<file path="src/rtl/uart_pkg.sv">
// Shared UART constants for the TX datapath and TX control unit.
// Frame geometry and line levels live here so both sides agree on them.
package uart_pkg;

  localparam int   UART_WORD_SIZE = 8;
  localparam int   UART_BC_SIZE   = 4;
  localparam logic UART_LINE_IDLE = 1'b1;
  localparam logic UART_START_BIT = 1'b0;

  // Shift count at which a frame is fully out (data bits plus stop bit).
  function automatic int uart_bc_max(input int word_size);
    return word_size + 1;
  endfunction

endpackage

</file>
<file path="src/rtl/uart_tx_datapath.sv">
// UART transmit datapath: data register, start/data/stop shifter and bit counter.
// All sequencing comes from the TX control unit through single-cycle strobes.
module uart_tx_datapath
  import uart_pkg::*;
#(
  parameter int WORD_SIZE = UART_WORD_SIZE,
  parameter int BC_SIZE   = UART_BC_SIZE
) (
  input  logic                 CLOCK,
  input  logic                 RESET,
  input  logic [WORD_SIZE-1:0] DATA_BUS,
  input  logic                 LOAD_XMT_DR,
  input  logic                 LOAD_XMT_SHFTREG,
  input  logic                 START,
  input  logic                 SHIFT,
  input  logic                 CLEAR,
  output logic                 SERIAL_OUT,
  output logic                 BC_LT_BCMAX,
  output logic                 TX_DONE
);

  localparam logic [BC_SIZE-1:0] BC_MAX = BC_SIZE'(uart_bc_max(WORD_SIZE));

  logic [WORD_SIZE-1:0] xmt_datareg;
  logic [WORD_SIZE:0]   xmt_shftreg;
  logic [BC_SIZE-1:0]   bit_count;

  always_ff @(posedge CLOCK or negedge RESET) begin
    if (!RESET)
      xmt_datareg <= '0;
    else if (LOAD_XMT_DR)
      xmt_datareg <= DATA_BUS;
  end

  // Bit 0 is the line itself; ones refill from the top so the stop bit
  // and the idle level fall out of the shift naturally.
  always_ff @(posedge CLOCK or negedge RESET) begin
    if (!RESET)
      xmt_shftreg <= '1;
    else if (LOAD_XMT_SHFTREG)
      xmt_shftreg <= {xmt_datareg, UART_LINE_IDLE};
    else if (START)
      xmt_shftreg[0] <= UART_START_BIT;
    else if (SHIFT)
      xmt_shftreg <= {UART_LINE_IDLE, xmt_shftreg[WORD_SIZE:1]};
  end

  always_ff @(posedge CLOCK or negedge RESET) begin
    if (!RESET)
      bit_count <= '0;
    else if (CLEAR)
      bit_count <= '0;
    else if (SHIFT && bit_count < BC_MAX)
      bit_count <= bit_count + 1'b1;
  end

  always_ff @(posedge CLOCK or negedge RESET) begin
    if (!RESET)
      TX_DONE <= 1'b0;
    else
      TX_DONE <= CLEAR;
  end

  assign SERIAL_OUT  = xmt_shftreg[0];
  assign BC_LT_BCMAX = (bit_count < BC_MAX);

endmodule

</file>
<file path="config.mk">
export PLATFORM = sky130hd
export DESIGN_NAME = uart_tx_datapath
export DESIGN_NICKNAME = d
export VERILOG_FILES = /design/src/rtl/uart_pkg.sv /design/src/rtl/uart_tx_datapath.sv
export SDC_FILE = /design/constraint.sdc
export NUM_CORES = 1
export LEC_CHECK = 0
export CORE_ASPECT_RATIO = 0.75
export CORE_MARGIN = 4
export CORE_UTILIZATION = 30
export CTS_CLUSTER_SIZE = 16
export DETAILED_ROUTE_END_ITERATION = 16
export SLEW_MARGIN = 0
export SYNTH_ARGS = -nofsm -noshare
export SYNTH_HDL_FRONTEND = slang
export SYNTH_SLANG_ARGS = --single-unit
</file>
<file path="constraint.sdc">
create_clock -name CLOCK -period 2.7 [get_ports CLOCK]
set_input_delay 0.54 -clock CLOCK [delete_from_list [all_inputs] [get_ports CLOCK]]
set_output_delay 0.54 -clock CLOCK [all_outputs]
set_load 0.02 [all_outputs]
</file>
After elaboration in Yosys (flattened, before gate mapping). Cells that the tools add are included. W data, S select, Z words.

Bits in registers: 22. Logic and storage cells: 19.

$add $sub $neg: 1. $lt $le $gt $ge: 1. Equality and inequality tests: 1. Muxes and demuxes: 6. Reduce and logical (&&, ||, !) cells: 5.

Operators by type and width (number): $mux W9 (2); $mux W4 (2); $mux W8 (1); $add A4 B1 Y4 const B (1); $lt A4 B4 Y1 const B (1); $reduce_bool A2 Y1 (2); $reduce_bool A3 Y1 (1); $ne A2 B2 Y1 const B (1); $reduce_and A2 Y1 (1); $logic_and A1 B1 Y1 (1); $mux W1 (1).

Logic depth before layout (Yosys ltp).
Depth in word-level cells: 4. Gate-level depth with buffers: 5. Mapped depth without buffers: 5.

Least setup slack after synthesis. OpenSTA, ideal clock, no wires.

Path kind: reg2out. Start: register bit_count[0]. End: output BC_LT_BCMAX. Arrival time: 0.879 ns. Path slack: 1.281 ns. Cell stages (with the launch flop): 5. Buffers on the path: 0. Cell sequence: dfrtp_1 -> inv_1 -> ha_1 -> nand2b_4 -> nand2_1.

Longest elaborated chain between the ends: 1.

Ends and longest elaborated chain: start: declaration (line uart_tx_datapath.sv:26) `logic [BC_SIZE-1:0] bit_count;`; start signal: assignment (line uart_tx_datapath.sv:54) `bit_count <= bit_count + 1'b1;`; $lt A4 B4 Y1 (line uart_tx_datapath.sv:65) `assign BC_LT_BCMAX = (bit_count < BC_MAX);`; end: declaration (line uart_tx_datapath.sv:18) `output logic BC_LT_BCMAX,`.

No other way between the ends.

Worst setup path after layout. Same ends and word-level chain as after synthesis.

==> results.rst <==
.. list-table::
   :header-rows: 1

   * - Metric
     - Value
   * - Top-level I/O count
     - 18
   * - Crit path max-delay cell type
     - sky130_fd_sc_hd__clkdlybuf4s50_1
   * - Post-Route Skew
     - 5.20 ps
   * - Commonest cells after routing, fill and taps aside
     - 17 x sky130_fd_sc_hd__clkdlybuf4s50_1, 13 x sky130_fd_sc_hd__dfrtp_1
   * - Core region area
     - 3040 um2
   * - Clock-pin slew reported for the worst setup and hold paths after clock tree synthesis
     - 80 ps
   * - Antenna violations before repair
     - 0
   * - Number of hold-repair buffers added at the cts stage
     - 0
   * - Flip-flop and latch count after synthesis
     - 22
   * - Buf/Inv on CP
     - 2
   * - Cell Rows
     - 17
   * - Worst-Margin Slew
     - 486 ps
   * - Portion of the clock cycle consumed by the worst path in the final layout
     - 82.8%
   * - Critical path class
     - reg2out
   * - Leakage power total
     - 0.551 nW
   * - Per-cell via count in the routed design
     - 4.67
   * - Most frequent standard cell in the layout excluding fill and tap cells
     - sky130_fd_sc_hd__clkdlybuf4s50_1
   * - DRT iter0 DRCs
     - 23
   * - Cell family contributing the most delay on the critical path
     - buffers and inverters
   * - Outcome
     - complete, no violations
   * - Critical path startpoint category
     - flip-flop
   * - Clock buffers created by TritonCTS
     - 3
   * - Number of nets with antenna violations after routing
     - 0
   * - Min-delay src
     - xmt_datareg[1]$_DFFE_PN0P_
   * - Critical Path Max Stage Delay
     - 590 ps
   * - Clock tree from TritonCTS
     - yes
   * - Fraction of layout instances using a drive strength above 1
     - 25.3%
   * - First-pass GRT wire length
     - 2970 um
   * - Final Hold Slack
     - 504 ps
   * - Achievable Freq
     - 0.448 GHz
   * - Gpl congestion
     - 0.648
   * - Synthesized netlist cell count
     - 80
   * - Path class of the lowest-slack min-delay path
     - reg2reg
   * - Area enclosed by the die boundary
     - 4270 um2
   * - CTS root buffer
     - sky130_fd_sc_hd__clkbuf_8
   * - Critical Path End Type
     - output pin
   * - Die width
     - 74.2 um
   * - Fin area
     - 1260 um2
   * - Crit path arrival time
     - 1690 ps
   * - Cells traversed along the worst timing path
     - inv_1, ha_1, nand2b_4, nand2_1, clkdlybuf4s50_1
   * - Hold Vio Cnt, Final
     - 0
   * - Count of different cell masters after synthesis
     - 19
   * - Placed standard-cell area
     - 1190 um2
   * - Sink Count
     - 22
   * - Drt wl/cell
     - 12.0 um
   * - Total wire length after detailed routing
     - 1650 um
   * - Net count after synthesis
     - 97
   * - Worst ir drop on vdd
     - 0.000347 V
   * - Final layout net count
     - 117
   * - Inserted Diodes
     - 0
   * - Reg2Reg Setup Slack
     - 1280 ps
   * - Total gr overflow
     - 0
   * - DRC violations left
     - 0
   * - Clock Path Buffers
     - 2
   * - Global-route usage over all layers
     - 9.31%
   * - Worst reg2reg startpoint
     - bit_count[0]$_DFFE_PN0P_
   * - Initial Utilization
     - 32.4%
   * - Worst-Skew Late Latency
     - 260 ps
   * - Final worst path period need
     - 2230 ps
   * - H-tree depth
     - 1
   * - Slew margin rel.
     - 67.5%
   * - Avg Cell Area, Syn
     - 12.3 um2
   * - Setup TNS
     - 0 ps
   * - Cell Area, Synth
     - 985 um2
   * - Max-slew violation count
     - 0
   * - Sequential area share after synthesis
     - 57.1%
   * - Required time of the critical path
     - 2160 ps
   * - Fraction of the core area covered by cells at the end of the flow
     - 41.4%
   * - Power density relative to cell area
     - 631 nW/um2
   * - Top fanout value on the critical path
     - 4
   * - Setup repair after global routing missed its margin
     - no
   * - Port Buf Inserts
     - 17
   * - Vias after detailed routing
     - 640
   * - Area occupied by registers
     - 562 um2
   * - Height of the die
     - 57.6 um
   * - Number of setup violations in the final report
     - 0
   * - Maximum number of pins on one net before global-route repair
     - 23
   * - Setup bufs post-CTS
     - 0
   * - Area Overhead vs Synth
     - 28.0%
   * - Vias in the first global route
     - 630
   * - Total of max-cap violations
     - 0
   * - Count of filler cells inserted in the layout
     - 282
   * - Resized Gates After CTS
     - 0
   * - Worst setup path startpoint
     - bit_count[0]$_DFFE_PN0P_
   * - Multi-input combinational cell area
     - 390 um2
   * - Warnings from Yosys
     - 0
   * - First-pass iteration count of the detailed router
     - 4
final cells by class:
class,instances,share of cell area [%]
multi-input combinational,52,31.0
clock inverter,1,2.38
sequential,22,44.6
inverter,3,0.894
timing repair buffer,18,14.1
clock buffer,3,3.28
tap,38,3.77
cell families after synthesis:
kind of cell               after synthesis  share of synthesized area (%)
and+or+nand+nor                         18                           8.89
AOI/OAI and AO/OA                       14                           8.77
muxes                                   18                           19.4
buffers and inverters                    6                           3.30
DFF                                     22                           57.1
adders and majority gates                2                           2.54
report_power, final:
part / switching [mW] / internal (mW) / total [mW]
logic: 0.0440 / 0.0575 / 0.101
registers: 0.0190 / 0.375 / 0.394
clock network: 0.102 / 0.198 / 0.300
total: 0.165 / 0.630 / 0.795
synth_stat cells:
library cell                n  area [um2]
sky130_fd_sc_hd__nor2b_1    1        6.26
sky130_fd_sc_hd__o21ai_0    8        40.0
sky130_fd_sc_hd__inv_1      3        11.3
sky130_fd_sc_hd__nand2b_4   1        13.8
sky130_fd_sc_hd__a211o_1    1        8.76
sky130_fd_sc_hd__buf_2      2        10.0
sky130_fd_sc_hd__a41oi_1    1        8.76
sky130_fd_sc_hd__buf_6      1        11.3
sky130_fd_sc_hd__nand2_1    9        33.8
sky130_fd_sc_hd__mux2_2     9         101
sky130_fd_sc_hd__a21oi_1    2        10.0
sky130_fd_sc_hd__nand2b_1   3        18.8
sky130_fd_sc_hd__o21bai_1   1        7.51
sky130_fd_sc_hd__dfstp_2    9         236
sky130_fd_sc_hd__a21boi_2   1        11.3
sky130_fd_sc_hd__ha_1       2        25.0
sky130_fd_sc_hd__mux2i_1    9        90.1
sky130_fd_sc_hd__nor2_1     4        15.0
sky130_fd_sc_hd__dfrtp_1   13         325
worst reg2reg max path, cell delays in order (launching register included):
cell,delay [ps]
sky130_fd_sc_hd__dfrtp_1,410
sky130_fd_sc_hd__inv_1,80
sky130_fd_sc_hd__ha_1,220
sky130_fd_sc_hd__nand2b_4,70
sky130_fd_sc_hd__a21boi_2,170
sky130_fd_sc_hd__mux2_2,350
metal layers:
metal / wire, um / global-route usage, %
met1: 842 / 13.3
met2: 685 / 11.9
met3: 86 / 3.81
met4: 34 / 4.65
met5: 0 / 0
metrics by stage:
| stage | power (mW) | instances | worst slack (ps) |
|---|---|---|---|
| 4_1_cts | 0.809 | 137 | 454 |
| 3_5_place_dp | 0.503 | 133 | 752 |
| 3_3_place_gp | 0.498 | 133 | 776 |
| 6_report | 0.795 | 137 | 466 |
| 5_1_grt | 0.835 | 137 | 366 |
| 2_1_floorplan | 0.456 | 80 | 1280 |
registers in the layout, summed over array words and instances, names as in the netlist:
register and count:
xmt_datareg 8, xmt_shftreg 9, bit_count 4, TX_DONE 1
final timing paths:
check / endpoint / cells past startpoint
setup / recovery: BC_LT_BCMAX / 5
hold / removal: xmt_shftreg[2]$_DFFE_PN1P_ / 2
setup reg to reg: bit_count[0]$_DFFE_PN0P_ / 5
hold reg to reg: xmt_shftreg[2]$_DFFE_PN1P_ / 2
max in group asynchronous: xmt_shftreg[0]$_DFFE_PN1P_ / 2
min in group asynchronous: TX_DONE$_DFF_PN0_ / 2
(Power assumes the default switching activity.)
